[config.mk]
export PLATFORM = sky130hd
export DESIGN_NAME = uart_receiver
export DESIGN_NICKNAME = d
export VERILOG_FILES = /design/src/rtl/uart_receiver.sv
export SDC_FILE = /design/constraint.sdc
export NUM_CORES = 1
export LEC_CHECK = 0
export CAP_MARGIN = 20
export CORE_MARGIN = 1
export CORE_UTILIZATION = 60
export CTS_BUF_LIST = sky130_fd_sc_hd__clkbuf_2
export DETAILED_ROUTE_END_ITERATION = 7
export PLACE_DENSITY = 0.86
export SETUP_SLACK_MARGIN = 0.1
export SLEW_MARGIN = 10
export SYNTH_ARGS = -nofsm -noshare
export SYNTH_HDL_FRONTEND = slang
export SYNTH_SLANG_ARGS = --single-unit
export TNS_END_PERCENT = 20
[constraint.sdc]
create_clock -name clk -period 3.38 [get_ports clk]
set_input_delay 0.676 -clock clk [delete_from_list [all_inputs] [get_ports clk]]
set_output_delay 0.676 -clock clk [all_outputs]
set_load 0.01 [all_outputs]
[src/rtl/uart_receiver.sv]
// 8N1 UART receiver: 16x oversampling via external baud_tick, mid-bit sampling,
// single-entry holding register with framing and sticky overrun flags.
module uart_receiver (
  input  logic       clk,
  input  logic       rst_n,
  input  logic       rxd,
  input  logic       baud_tick,
  output logic       rx_start,
  input  logic       rx_read,
  output logic [7:0] rx_data,
  output logic       rx_valid,
  output logic       framing_err,
  output logic       overrun_err,
  output logic       rx_busy
);

  typedef enum logic [1:0] {
    IDLE  = 2'd0,
    START = 2'd1,
    DATA  = 2'd2,
    STOP  = 2'd3
  } state_e;

  state_e     state_q, state_d;
  logic [3:0] tick_cnt_q, tick_cnt_d;
  logic [2:0] bit_cnt_q, bit_cnt_d;
  logic [7:0] shift_q, shift_d;
  logic [7:0] rx_data_q, rx_data_d;
  logic       rx_valid_q, rx_valid_d;
  logic       framing_err_q, framing_err_d;
  logic       overrun_err_q, overrun_err_d;
  logic       rx_start_q, rx_start_d;

  logic sync1_q, sync2_q, prev_q;
  logic rxd_s;
  logic fall;
  logic load;
  logic pop;

  // NOTE: these reset to 1 (idle line level) so releasing reset with rxd high
  // cannot look like a falling edge and fire a spurious start.
  always_ff @(posedge clk or negedge rst_n) begin
    if (!rst_n) begin
      sync1_q <= 1'b1;
      sync2_q <= 1'b1;
      prev_q  <= 1'b1;
    end else begin
      sync1_q <= rxd;
      sync2_q <= sync1_q;
      prev_q  <= sync2_q;
    end
  end

  assign rxd_s = sync2_q;
  assign fall  = prev_q & ~sync2_q;
  assign pop   = rx_read & rx_valid_q;

  // NOTE: sequential state uses non-blocking assignments only; all next-state
  // decisions live in the always_comb below, where every _d gets a default
  // first so no latch can be inferred.
  always_ff @(posedge clk or negedge rst_n) begin
    if (!rst_n) begin
      state_q       <= IDLE;
      tick_cnt_q    <= 4'd0;
      bit_cnt_q     <= 3'd0;
      shift_q       <= 8'h00;
      rx_data_q     <= 8'h00;
      rx_valid_q    <= 1'b0;
      framing_err_q <= 1'b0;
      overrun_err_q <= 1'b0;
      rx_start_q    <= 1'b0;
    end else begin
      state_q       <= state_d;
      tick_cnt_q    <= tick_cnt_d;
      bit_cnt_q     <= bit_cnt_d;
      shift_q       <= shift_d;
      rx_data_q     <= rx_data_d;
      rx_valid_q    <= rx_valid_d;
      framing_err_q <= framing_err_d;
      overrun_err_q <= overrun_err_d;
      rx_start_q    <= rx_start_d;
    end
  end

  always_comb begin
    state_d    = state_q;
    tick_cnt_d = tick_cnt_q;
    bit_cnt_d  = bit_cnt_q;
    shift_d    = shift_q;
    rx_start_d = 1'b0;
    load       = 1'b0;

    case (state_q)
      IDLE: begin
        if (fall) begin
          state_d    = START;
          tick_cnt_d = 4'd0;
          bit_cnt_d  = 3'd0;
          rx_start_d = 1'b1;
        end
      end
      START: begin
        // Half a bit in: a line back high means a glitch, not a start bit.
        if (baud_tick) begin
          if (tick_cnt_q == 4'd7) begin
            tick_cnt_d = 4'd0;
            state_d    = rxd_s ? IDLE : DATA;
          end else begin
            tick_cnt_d = tick_cnt_q + 4'd1;
          end
        end
      end
      DATA: begin
        if (baud_tick) begin
          tick_cnt_d = tick_cnt_q + 4'd1;
          if (tick_cnt_q == 4'd15) begin
            shift_d   = {rxd_s, shift_q[7:1]};
            bit_cnt_d = bit_cnt_q + 3'd1;
            if (bit_cnt_q == 3'd7) begin
              state_d    = STOP;
              tick_cnt_d = 4'd0;
            end
          end
        end
      end
      STOP: begin
        if (baud_tick) begin
          tick_cnt_d = tick_cnt_q + 4'd1;
          if (tick_cnt_q == 4'd15) begin
            load    = 1'b1;
            state_d = IDLE;
          end
        end
      end
      default: state_d = IDLE;
    endcase
  end

  // Holding register: a load wins over a pop for rx_valid; a pop in the same
  // cycle as a load means the old byte was consumed, so no overrun.
  always_comb begin
    rx_data_d     = rx_data_q;
    rx_valid_d    = rx_valid_q;
    framing_err_d = framing_err_q;
    overrun_err_d = overrun_err_q;

    if (load) begin
      rx_data_d     = shift_q;
      rx_valid_d    = 1'b1;
      framing_err_d = ~rxd_s;
    end else if (pop) begin
      rx_valid_d = 1'b0;
    end

    if (load && rx_valid_q && !rx_read) begin
      overrun_err_d = 1'b1;
    end else if (pop) begin
      overrun_err_d = 1'b0;
    end
  end

  assign rx_start    = rx_start_q;
  assign rx_data     = rx_data_q;
  assign rx_valid    = rx_valid_q;
  assign framing_err = framing_err_q;
  assign overrun_err = overrun_err_q;
  assign rx_busy     = (state_q != IDLE);

endmodule

Word-level counts from Yosys, hierarchy flattened. Index checks and enable logic that the tools add are counted. Widths: inputs -> output; s select.

Add/subtract/negate cells: 2. $mul: 0. Div/mod/pow operators: 0. Order comparisons: 0. Eq/ne operators: 14. Shift-type cells: 0. Muxes and demuxes: 30. Bitwise operators: 3. Reduce and logical (&&, ||, !) cells: 12.

Operators with widths (count): $mux 4 (7); $mux 2 (9); $ne 2x2->1 const B (8); $pmux 4 s4 (1); $mux 3 (3); $mux 1 (8); $pmux 2 s4 (1); $reduce_and 4->1 (2); $reduce_and 8->1 (1); $reduce_bool 2->1 (4); $pmux 3 s2 (1); $add 4x1->4 const B (1); $eq 2x2->1 const B (2); $eq 4x3->1 const B (1); $eq 4x4->1 const B (1); $add 3x1->3 const B (1); $eq 3x3->1 const B (1); $reduce_and 3->1 (1); $and 1x1->1 (2); $eq 2x1->1 const B (1); $logic_and 1x1->1 (2); $logic_not 2->1 (1); $logic_not 1->1 (1); $not 1->1 (1).

Register bits after elaboration: 32. Latch bits: 0. Memory bits (writable): 0. ROM bits: 0. Bits of input ports: 5. Output and inout port bits: 13. Memories kept: 0.

Longest topological paths before layout.
Depth after elaboration: 7. Mapped depth: 5. Gate-level depth less buffers: 5.

Least setup slack after synthesis. No wires, ideal clock.

Path type: reg-to-reg. Start: reg tick_cnt_q[0]. End: reg shift_q[0]. Library setup time: 0.125 ns. Arrival: 1.515 ns. Setup slack: 1.740 ns. Stages on the path, launching flop included: 6. Path buffers: 1. Path through: dfrtp_1 -> ha_1 -> nand4_4 -> nor3b_2 -> buf_6 -> mux2_4.

Word-level cells in the longest chain between the ends: 2.

RTL lines: start: declaration (RTL line 25) `logic [3:0] tick_cnt_q, tick_cnt_d;`; start signal: assignment (RTL line 74) `tick_cnt_q <= tick_cnt_d;`; $eq 4x4->1 (RTL line 116) `if (tick_cnt_q == 4'd15) begin`; $reduce_and 3->1 (no line); end signal: assignment (RTL line 76) `shift_q <= shift_d;`; end: declaration (RTL line 27) `logic [7:0] shift_q, shift_d;`.

No other way between the ends. A chain may end at the register's enable or synchronous reset.

==> summary.md <==
| Metric | Value |
|---|---|
| Routed vias/inst | `5.59` |
| Met3 Resource Use GR | `0.100` |
| Global-route met1 utilization | `0.268` |
| Maximum number of pins on one net before global-route repair | `20` |
| Final HPWL from detailed placement | `around 1600 um` |
| Synthesis-to-finish area growth | `18.2%` |
| Initial antenna violation count | `0` |
| Static leakage | `0.000752 uW` |
| Mux share of post-synthesis cell area | `0.176` |
| Total via count in the routed design | `856` |
| Top Ports | `18` |
| Iteration-0 DRC count of the detailed router | `18` |
| H-tree depth reported by CTS | `2` |
| Max-slew violation count | `0` |
| Post-route DRC violation count | `0` |
| Nets@finish | `132` |
| Cell area power density | `545 nW/um^2` |
| Number of flip-flops and latches in the synthesized netlist | `32` |
| Clock insertion delay at the later pin of the skew report | `360 ps` |
| Routed length per placed instance | `13.8 um` |
| Post-route standard cell area excluding fillers | `~1700 um^2` |
| TritonCTS buffer count | `5` |
| Worst-case clock skew | `~19 ps` |
| Yosys warns | `0` |
| Global placer's final weighted congestion | `slightly above 0.8` |
| Total Routing Usage GR | `0.208` |
| Maximum clock insertion buffer count | `2` |
| Setup slack on the worst flop-to-flop path | `between 1500 and 2000 ps` |
| Number of max-cap violations | `0` |
| Core ar. | `roughly 2200 um^2` |
| Port bufs | `17` |
| R2R Path End | `shift_q[5]` |
| Sequential cell area fraction in the yosys report | `0.570` |
| Path depth of the worst reg2reg path | `5` |
| Global-route congestion overflow total | `0` |
| Count of mapped cells out of synthesis | `103` |
| Share of layout cells above drive strength 1 | `0.272` |
| Largest family of logic cells by synthesized area | `multiplexers` |
| First-pass GRT wire length | `between 3000 and 4000 um` |
| Final period util | `0.698` |
| Kind of critical path | `register to primary output` |
| Starting Density | `0.638` |
| Distinct cell type count after synthesis | `33` |
| Hold WC Path Type | `register to register` |
| Buffer type at the clock tree root | `sky130_fd_sc_hd__clkbuf_2` |
| Met2 capacity usage during global routing | `0.302` |
| Area fraction in compound gates after synthesis | `0.0629` |
| Number of nets in the synthesized netlist | `111` |
| Placed cell areas | `1600 um^2` |
| Wire length reported by the detailed router | `roughly 2100 um` |
| Share of synthesized cell area in and, or, nand and nor gates | `0.113` |
| Height of the die | `50.5 um` |
| Transition time at the pin with the least slew margin | `595 ps` |
| Max-slew headroom | `0.602` |
| Max Fanout on Critical Path | `12` |
| Number of rows created at floorplan | `17` |
| Crit start category | `register` |
| Worst IR drop on VDD | `0.000441 V` |
| Status | `complete, no violations` |
| Launching point of the worst reg2reg path | `tick_cnt_q[0]` |
| Required time at the worst-slack endpoint | `~2700 ps` |
| Number of nets still failing antenna checks after routing | `0` |
| Setup slack after layout | `1020 ps` |
| Die area | `2550 um^2` |
| Arr. time, crit path | `about 1700 ps` |
| Overall die width | `50.5 um` |
| Gates resized, CTS repair | `0` |
| Placement Setup Slack | `1020 ps` |
| Final setup violation count | `0` |
| Clk sink count | `32` |
| Overall power of the completed layout | `~910 uW` |
| Setup repair after global routing missed its margin | `no` |
| Grt peak-use layer | `met2` |
| Final Hold Vio Count | `0` |
| Final core occ | `0.754` |
| Achievable Freq | `approximately 420 MHz` |
| CTS tree | `built` |
| Number of global-route vias before repair | `799` |
| Category of the worst setup path capture point | `primary output` |
| CTS Hold Bufs | `0` |
| Post-Synthesis Mean Instance Area | `13.7 um^2` |
| Setup TNS Final | `0 ps` |
| Post-synthesis share of cell area spent on full adders, half adders and majority gates | `0.0266` |
| Total standard cell area after synthesis | `roughly 1400 um^2` |
| End point of the critical path | `rx_busy` |
| Number of setup buffers added after CTS | `0` |
| Parity-gate share of the synthesized area counting xor and xnor cells | `0.0186` |
| Min Tclk post-route | `2360 ps` |
| Number of antenna repair diodes | `0` |
| First-pass detailed-route iteration total | `4` |
| CTS clock-pin slew for the worst setup and hold paths | `150 ps` |
## cell usage after synthesis
cell type	number	area (um^2)
sky130_fd_sc_hd__dfrtp_1	29	726
sky130_fd_sc_hd__mux2_2	10	113
sky130_fd_sc_hd__mux2_4	7	105
sky130_fd_sc_hd__nand2_1	5	18.8
sky130_fd_sc_hd__buf_2	4	20.0
sky130_fd_sc_hd__inv_1	4	15.0
sky130_fd_sc_hd__a21oi_1	3	15.0
sky130_fd_sc_hd__dfstp_2	3	78.8
sky130_fd_sc_hd__ha_1	3	37.5
sky130_fd_sc_hd__mux2i_1	3	30.0
sky130_fd_sc_hd__nand3_1	3	15.0
sky130_fd_sc_hd__nand3b_1	2	15.0
sky130_fd_sc_hd__nor2_1	2	7.51
sky130_fd_sc_hd__nor3_1	2	10.0
sky130_fd_sc_hd__o211ai_1	2	15.0
sky130_fd_sc_hd__o21ai_0	2	10.0
sky130_fd_sc_hd__o2bb2ai_1	2	17.5
sky130_fd_sc_hd__xor2_1	2	17.5
sky130_fd_sc_hd__a211o_1	1	8.76
sky130_fd_sc_hd__a2bb2oi_1	1	8.76
sky130_fd_sc_hd__and4_1	1	8.76
sky130_fd_sc_hd__buf_6	1	11.3
sky130_fd_sc_hd__nand2b_1	1	6.26
sky130_fd_sc_hd__nand4_1	1	6.26
sky130_fd_sc_hd__nand4_4	1	21.3
sky130_fd_sc_hd__nand4bb_1	1	11.3
sky130_fd_sc_hd__nor2_4	1	11.3
sky130_fd_sc_hd__nor3b_2	1	12.5
sky130_fd_sc_hd__o21a_1	1	7.51
sky130_fd_sc_hd__o22ai_1	1	6.26
sky130_fd_sc_hd__or2_2	1	6.26
sky130_fd_sc_hd__or4b_1	1	10.0
sky130_fd_sc_hd__xnor2_1	1	8.76
## worst min path at each step
stage	to	cells past startpoint	startpoint	slack, ps
global placement	rxd_s	0	sync1_q	350
global route	rxd_s	0	sync1_q	370
detailed placement	rxd_s	0	sync1_q	350
floorplan	rxd_s	0	sync1_q	350
finish	rxd_s	0	sync1_q	370
CTS	rxd_s	0	sync1_q	370
## through the flow
stage	hold WS (ps)	instances
after detailed placement	348	145
final	371	153
after global routing	374	153
after global placement	350	145
after CTS	373	153
after floorplan	345	103
## state kept, by name, indices dropped and copies added, names as in the netlist, named ones only
name and flops:
rx_data 8, shift_q 8, tick_cnt_q 4, bit_cnt_q 3, framing_err 1, overrun_err 1
prev_q 1, rx_start 1, rx_valid 1, rxd_s 1, state_q 1, sync1_q 1
## cells by family (layout without fill, tap and decap cells)
kind of cell | after synthesis | after routing
AO/OA/AOI/OAI | 13 | 13
adder cells (fa/ha/maj) | 3 | 3
multiplexers | 20 | 20
buffers and inverters | 9 | 31
XOR/XNOR | 3 | 3
flip-flops | 32 | 32
AND/OR/NAND/NOR | 23 | 23
## layout by cell type (no fill, tap or decap), drive strengths merged, types with 3 or more instances in the layout
cell type      instances
dfrtp                 29
clkdlybuf4s50         17
mux2                  17
nand2                  5
clkbuf                 5
inv                    4
nand3                  3
mux2i                  3
a21oi                  3
ha                     3
dfstp                  3
nor2                   3
## layer usage
| metal | share of wire | vias up | routed length (um) |
|---|---|---|---|
| met5 | 0 | - | 0 |
| met4 | 0.0043 | 0 | 9 |
| met3 | 0.048 | 2 | 102 |
| met2 | 0.47 | 25 | 1000 |
| met1 | 0.47 | 417 | 1000 |
| li1 | - | 412 | - |
## power breakdown
group / internal [uW] / switching, uW / leakage (uW)
clock: 124 / 126 / 0.0000390
combinational: 84.3 / 79.5 / 0.000287
sequential: 426 / 69.0 / 0.000426
total: 634 / 274 / 0.000752
## cell type report
| cell class | count | area, um^2 |
|---|---|---|
| well taps | 28 | 35.0 |
| fillers | 138 | 544 |
| clock buffers | 5 | 25.0 |
| inverters | 4 | 15.0 |
| repair buffers | 19 | 185 |
| clock inverters | 3 | 42.5 |
| flip-flops and latches | 32 | 805 |
| multi-input cells | 62 | 561 |
## critical path, cell delays in order (launching register included)
cell,delay (ps)
sky130_fd_sc_hd__dfrtp_1,520
sky130_fd_sc_hd__or2_2,340
sky130_fd_sc_hd__clkdlybuf4s50_1,480
No activity file was read; power rests on OpenSTA's default activity.
